<file path="config.mk">
export PLATFORM = sky130hd
export DESIGN_NAME = count_seq_ctrl
export DESIGN_NICKNAME = d
export VERILOG_FILES = /design/src/rtl/count_seq_ctrl.sv
export SDC_FILE = /design/constraint.sdc
export NUM_CORES = 1
export LEC_CHECK = 0
export BUFFER_PORTS_ARGS = -buffer_cell sky130_fd_sc_hd__buf_2
export CORE_MARGIN = 2
export CORE_UTILIZATION = 60
export DETAILED_ROUTE_END_ITERATION = 12
export HOLD_SLACK_MARGIN = 0.05
export PLACE_DENSITY = 0.79
export SLEW_MARGIN = 15
export SYNTH_ARGS = -nofsm -noshare
export SYNTH_HDL_FRONTEND = slang
export SYNTH_SLANG_ARGS = --single-unit
</file>
<file path="constraint.sdc">
create_clock -name clk -period 2.8 [get_ports clk]
set_input_delay 0.56 -clock clk [delete_from_list [all_inputs] [get_ports clk]]
set_output_delay 0.56 -clock clk [all_outputs]
set_load 0.02 [all_outputs]
</file>
<file path="src/rtl/count_seq_ctrl.sv">
// count_seq_ctrl
//
// Run/pause/clear sequencer for the seconds-counter display datapath.
// It debounces two raw pushbuttons into one-cycle press events. A four-state
// FSM (IDLE/RUN/PAUSE/DONE) uses those events to gate a 1 s prescaler. The
// prescaler ticks a mod-(N+1) up counter (stopwatch) or a load-and-count-down
// timer. `count` feeds the bin2bcd -> char_7seg chain unchanged.
//
// Ports
//   clk        in   1      system clock
//   rst_n      in   1      asynchronous active-low reset
//   key_run_n  in   1      raw run/pause pushbutton, active-low, async to clk
//   key_clr_n  in   1      raw clear pushbutton, active-low, async to clk
//   mode_down  in   1      0 = stopwatch (up), 1 = timer (down); used in IDLE only
//   load_val   in   WIDTH  timer start value, clamped to N
//   count      out  WIDTH  current counter value
//   state      out  2      IDLE=0, RUN=1, PAUSE=2, DONE=3
//   tick       out  1      one-cycle prescaler pulse, only while in RUN
//   done       out  1      high while in DONE
module count_seq_ctrl #(
  parameter int WIDTH     = 10,
  parameter int N         = 999,
  parameter int COUNT_1S  = 50_000_000,
  parameter int DB_CYCLES = 1_000_000
) (
  input  logic             clk,
  input  logic             rst_n,
  input  logic             key_run_n,
  input  logic             key_clr_n,
  input  logic             mode_down,
  input  logic [WIDTH-1:0] load_val,
  output logic [WIDTH-1:0] count,
  output logic [1:0]       state,
  output logic             tick,
  output logic             done
);

  localparam int PRESC_W = 26;
  // Debounce counter only ever reaches DB_CYCLES-1.
  localparam int DB_W = $clog2(DB_CYCLES);

  localparam logic [WIDTH-1:0]   MAX_CNT    = WIDTH'(N);
  localparam logic [PRESC_W-1:0] PRESC_LAST = PRESC_W'(COUNT_1S - 1);
  localparam logic [DB_W-1:0]    DB_LAST    = DB_W'(DB_CYCLES - 1);

  typedef enum logic [1:0] {
    IDLE  = 2'd0,
    RUN   = 2'd1,
    PAUSE = 2'd2,
    DONE  = 2'd3
  } state_t;

  // Saturate the timer start value to the counter's maximum.
  function automatic logic [WIDTH-1:0] clamp_load(input logic [WIDTH-1:0] v);
    return (v > MAX_CNT) ? MAX_CNT : v;
  endfunction

  // ---------------------------------------------------------------------------
  // Key synchronizer + debounce + press-event stage. Bit 0 is run, bit 1 is clear.
  // ---------------------------------------------------------------------------
  logic [1:0]      keys;
  logic [1:0]      sync1;
  logic [1:0]      sync2;
  logic [1:0]      level;
  logic [1:0]      level_d;
  logic [1:0]      press;
  logic [DB_W-1:0] db_cnt [2];
  logic            run_ev;
  logic            clr_ev;

  assign keys = {key_clr_n, key_run_n};

  always_ff @(posedge clk or negedge rst_n) begin
    if (!rst_n) begin
      sync1   <= 2'b11;
      sync2   <= 2'b11;
      level   <= 2'b11;
      level_d <= 2'b11;
      press   <= 2'b00;
      for (int k = 0; k < 2; k++) begin
        db_cnt[k] <= '0;
      end
    end else begin
      sync1   <= keys;
      sync2   <= sync1;
      level_d <= level;
      // Event fires one cycle after the debounced level falls; releases are silent.
      press   <= level_d & ~level;
      for (int k = 0; k < 2; k++) begin
        if (sync2[k] == level[k]) begin
          db_cnt[k] <= '0;
        end else if (db_cnt[k] == DB_LAST) begin
          level[k]  <= sync2[k];
          db_cnt[k] <= '0;
        end else begin
          db_cnt[k] <= db_cnt[k] + DB_W'(1);
        end
      end
    end
  end

  assign run_ev = press[0];
  assign clr_ev = press[1];

  // ---------------------------------------------------------------------------
  // Sequencer FSM, counter and prescaler stage.
  // ---------------------------------------------------------------------------
  state_t             fsm;
  state_t             fsm_next;
  logic [WIDTH-1:0]   count_next;
  logic [WIDTH-1:0]   idle_val;
  logic [PRESC_W-1:0] presc;
  logic [PRESC_W-1:0] presc_next;
  logic               mode_lat;
  logic               mode_next;
  logic               tick_next;

  assign idle_val = mode_down ? clamp_load(load_val) : '0;

  always_ff @(posedge clk or negedge rst_n) begin
    if (!rst_n) begin
      fsm      <= IDLE;
      count    <= '0;
      presc    <= '0;
      mode_lat <= 1'b0;
      tick     <= 1'b0;
      done     <= 1'b0;
    end else begin
      fsm      <= fsm_next;
      count    <= count_next;
      presc    <= presc_next;
      mode_lat <= mode_next;
      tick     <= tick_next;
      done     <= (fsm_next == DONE);
    end
  end

  always_comb begin
    fsm_next   = fsm;
    count_next = count;
    mode_next  = mode_lat;
    presc_next = '0;
    tick_next  = 1'b0;

    case (fsm)
      IDLE: begin
        count_next = idle_val;
        mode_next  = mode_down;
        if (run_ev) begin
          // A timer loaded with zero has nothing to count.
          fsm_next = (mode_lat && (count == '0)) ? DONE : RUN;
        end
      end
      RUN: begin
        // A run press wins over a coincident tick: the count is frozen as-is.
        if (run_ev) begin
          fsm_next = PAUSE;
        end else if (tick) begin
          if (mode_lat) begin
            count_next = count - WIDTH'(1);
            if (count == WIDTH'(1)) begin
              fsm_next = DONE;
            end
          end else begin
            count_next = (count == MAX_CNT) ? '0 : count + WIDTH'(1);
          end
        end
      end
      PAUSE: begin
        if (run_ev) begin
          fsm_next = RUN;
        end
      end
      DONE: begin
        if (run_ev) begin
          fsm_next = IDLE;
        end
      end
      default: begin
        fsm_next = IDLE;
      end
    endcase

    // Clear overrides everything and starts the IDLE reload immediately.
    if (clr_ev) begin
      fsm_next   = IDLE;
      count_next = idle_val;
    end

    // The prescaler only advances while the FSM stays in RUN, so a pause or any
    // exit discards the partial second and re-entry restarts from zero.
    if ((fsm == RUN) && (fsm_next == RUN)) begin
      presc_next = (presc == PRESC_LAST) ? '0 : presc + PRESC_W'(1);
      tick_next  = (presc == PRESC_LAST);
    end
  end

  assign state = fsm;

endmodule

</file>
==> flow_metrics.env <==
export IMPL_status="finished, final reports clean"
export IMPL_drt_initial_drc_count=227
export IMPL_final_antenna_net_count=0
export IMPL_clk_pin_slew_ns=0.09
export IMPL_vias_per_cell=5.67
export IMPL_post_drt_wl_per_cell_um=14.0
export IMPL_cts_made_buffers=9
export IMPL_clockBufferDepth=2
export IMPL_ctsHoldBuffers=0
export IMPL_avgSynthCellArea_um2=9.71
export IMPL_cts_tree="yes"
export IMPL_worst_slew_pin_slew_ns=0.703
export IMPL_rr_worst_depth=6
export IMPL_setup_viol=0
export IMPL_die_width_um=93.8
export IMPL_grt_use_total_pct=22.1
export IMPL_r2r_setup_slack_ns=0.45
export IMPL_grt_pass1_vias=3381
export IMPL_power_leakage_nw=2.18
export IMPL_gp_congestion=0.948
export IMPL_totalWireLength_mm=8.82
export IMPL_overflow=0
export IMPL_arrival_ns=2.57
export IMPL_finClkSkew_ns=0.00914
export IMPL_layout_setup_ws_ns=0.448
export IMPL_r2r_end="presc[5]"
export IMPL_hp_class="in2async"
export IMPL_synth_enable_flop_cells=0
export IMPL_place_ws_ns=0.473
export IMPL_synth_cells=498
export IMPL_dpl_hpwl_mm=6.05
export IMPL_yosysMostFrequentCell="dfrtp_1"
export IMPL_diodes=0
export IMPL_drive_gt1_share_pct=17.6
export IMPL_start_util_pct=62.2
export IMPL_cap_violations=0
export IMPL_ir_drop_v=0.000288
export IMPL_seqCellArea_um2=2290
export IMPL_critPathMaxFanout=25
export IMPL_coreArea_um2=7770
export IMPL_numPortBuffers=28
export IMPL_grt_max_degree=48
export IMPL_min_period_ns=2.35
export IMPL_power_density_nw_per_um2=477
export IMPL_cts_sinks=91
export IMPL_syn_area_um2=4830
export IMPL_syn_nets=520
export IMPL_worst_setup_path_type="reg2reg"
export IMPL_vias=3567
export IMPL_syn_to_final_growth_pct=8.80
export IMPL_power_frac_clock_pct=39.8
export IMPL_post_synth_top_area_fraction_pct=43.0
export IMPL_synth_common_cells="83 x dfrtp_1, 77 x nor2_1, 38 x xor2_1, 34 x xnor2_1, 30 x nand3_1"
export IMPL_post_cts_setup_buffer_count=0
export IMPL_async_flop_share_pct=100
export IMPL_n_fill_cell=616
export IMPL_yosysSeqAreaShare_pct=47.3
export IMPL_slew_violations=0
export IMPL_synthDistinctLibCells=60
export IMPL_p_int_w=0.00195
export IMPL_clock_latency_ns=0.35
export IMPL_max_slew_margin_rel_pct=52.7
export IMPL_hold_viol_final=0
export IMPL_ctsResizeCount=0
export IMPL_p_seq_share_pct=54.3
export IMPL_drcViolationCount=0
export IMPL_ys_flop_type="dfrtp_1"
export IMPL_ys_ff_latch=91
export IMPL_synth_largest_area_cell="dfrtp_1"
export IMPL_grt_setup_unrepaired="false"
export IMPL_drtPass1Iterations=5
export IMPL_synthTopCellsByArea="dfrtp_1 43%, xor2_1 6.9%, xnor2_1 6.2%"
export IMPL_yosysWarnings=0
export IMPL_fin_tns_setup_ns=0
export IMPL_critPathRequiredTime_ns=3.02
export IMPL_htree_num_levels=3
export IMPL_multiInputGateArea_um2=2360
export IMPL_cp_end_kind="flip-flop"
export IMPL_startpoint="count[3]"
export IMPL_r2r_start="count[3]"
export IMPL_cts_root_buf="clkbuf_8"
export IMPL_sw_frac_of_total_pct=22.4
export IMPL_die_h_um=93.8
export IMPL_switchingPower_w=0.000561
export IMPL_grt_pass1_wl_mm=15.6
export IMPL_fmax_mhz=425
export IMPL_pwr_share_comb_pct=5.9
export IMPL_grt_antenna_before_repair=0
export IMPL_num_rows=32
export IMPL_fin_util_pct=67.7
export IMPL_io_pins=29
export IMPL_fin_crit_sh_pct=84.0
export IMPL_start_kind="flip-flop"
export IMPL_die_area_um2=8790
export IMPL_setup_worst_path_end="presc[5]"
export IMPL_final_nets=544
==> stage by stage <==
step	area (um^2)	std cells	hold slack [ns]	total power, W
global route	5260	629	0.253	0.00261
floorplan	4830	498	0.264	0.00147
global placement	5030	613	0.348	0.00153
detailed placement	5030	613	0.349	0.00154
CTS	5260	629	0.227	0.00254
finish	5260	629	0.209	0.00251
==> power by group through the flow <==
| stage | sequential, W | clock [W] | combinational [W] |
|---|---|---|---|
| floorplan | 0.00138 | 0 | 0.0000883 |
| global placement | 0.00138 | 0 | 0.000147 |
| detailed placement | 0.00139 | 0 | 0.000149 |
| CTS | 0.00136 | 0.00103 | 0.000150 |
| global route | 0.00137 | 0.00107 | 0.000170 |
| finish | 0.00136 | 0.000999 | 0.000148 |
==> cells by family after synthesis <==
kind of cell             count (synthesis)  synth area share [%]
flip-flops                              91                  47.3
XOR/XNOR                                72                  13.0
multiplexers                             6                  1.32
buffers and inverters                   35                  3.91
AO/OA/AOI/OAI                           42                  5.90
adder cells (fa/ha/maj)                  7                  1.81
AND/OR/NAND/NOR                        245                  26.7
==> how the worst min path moves through the flow <==
stage                     endpoint  slack [ns]  cells after the start
after floorplan           count[0]        0.26                      0
after global placement    sync2[0]        0.35                      0
after detailed placement  sync2[0]        0.35                      0
after CTS                 count[3]        0.23                      1
after global routing      count[8]        0.25                      1
final                     count[8]        0.21                      1
==> cells in the final DEF, fill, tap and decap left out, types with 2 or more instances in the layout <==
cell type / netlist / layout
nand4_1: 19 / 19
and2_1: 2 / 2
a21oi_1: 13 / 13
or2_2: 2 / 2
o21bai_1: 3 / 3
nand3_1: 30 / 30
clkbuf_8: 0 / 11
buf_2: 4 / 27
nand3b_1: 2 / 2
nor3_1: 11 / 11
nand2b_1: 4 / 4
nor4_2: 2 / 2
xnor2_1: 34 / 34
clkbuf_1: 11 / 2
ha_1: 7 / 7
dfstp_2: 8 / 8
o22ai_1: 2 / 2
nor2_1: 77 / 76
a22oi_1: 4 / 4
nand2_1: 28 / 28
xor2_1: 38 / 38
and3_1: 9 / 9
bufinv_16: 0 / 2
dfrtp_1: 83 / 83
mux2i_1: 3 / 3
and4_1: 6 / 6
nor4_1: 12 / 12
a221o_1: 3 / 3
nor3b_1: 5 / 5
and3_2: 2 / 2
nor2_2: 19 / 20
a31oi_1: 2 / 2
nor2b_1: 3 / 3
buf_4: 1 / 7
mux2_2: 3 / 3
inv_1: 13 / 13
o21ai_0: 6 / 6
==> worst max-delay path, stage by stage (launching register included) <==
cell and delay [ns]:
dfrtp_1 0.55, nor4_2 0.51, nand4_1 0.20, a221oi_2 0.34, or4b_1 0.17, buf_4 0.35
nor2_1 0.10
==> final cells by class <==
type	instances	area share (%)
multi-input combinational	372	44.9
sequential	91	43.5
timing repair buffer	35	3.95
clock buffer	13	3.02
tap	102	2.43
clock inverter	3	1.31
inverter	13	0.928
==> flip-flops by register name, indices dropped and copies added (netlist names) <==
name      count
count        10
db_cnt       40
done          1
level         2
level_d       2
mode_lat      1
presc        26
press         2
state         2
sync1         2
sync2         2
tick          1
==> routing by layer <==
layer / global-route usage (%) / wire (um) / vias to the layer above
li1: - / - / 1764
met5: 0 / 0 / -
met2: 35.2 / 4160 / 54
met3: 4.25 / 298 / 17
met1: 30.4 / 4190 / 1732
met4: 7.85 / 161 / 0
Note: power is estimated with default switching activity, not from simulation.
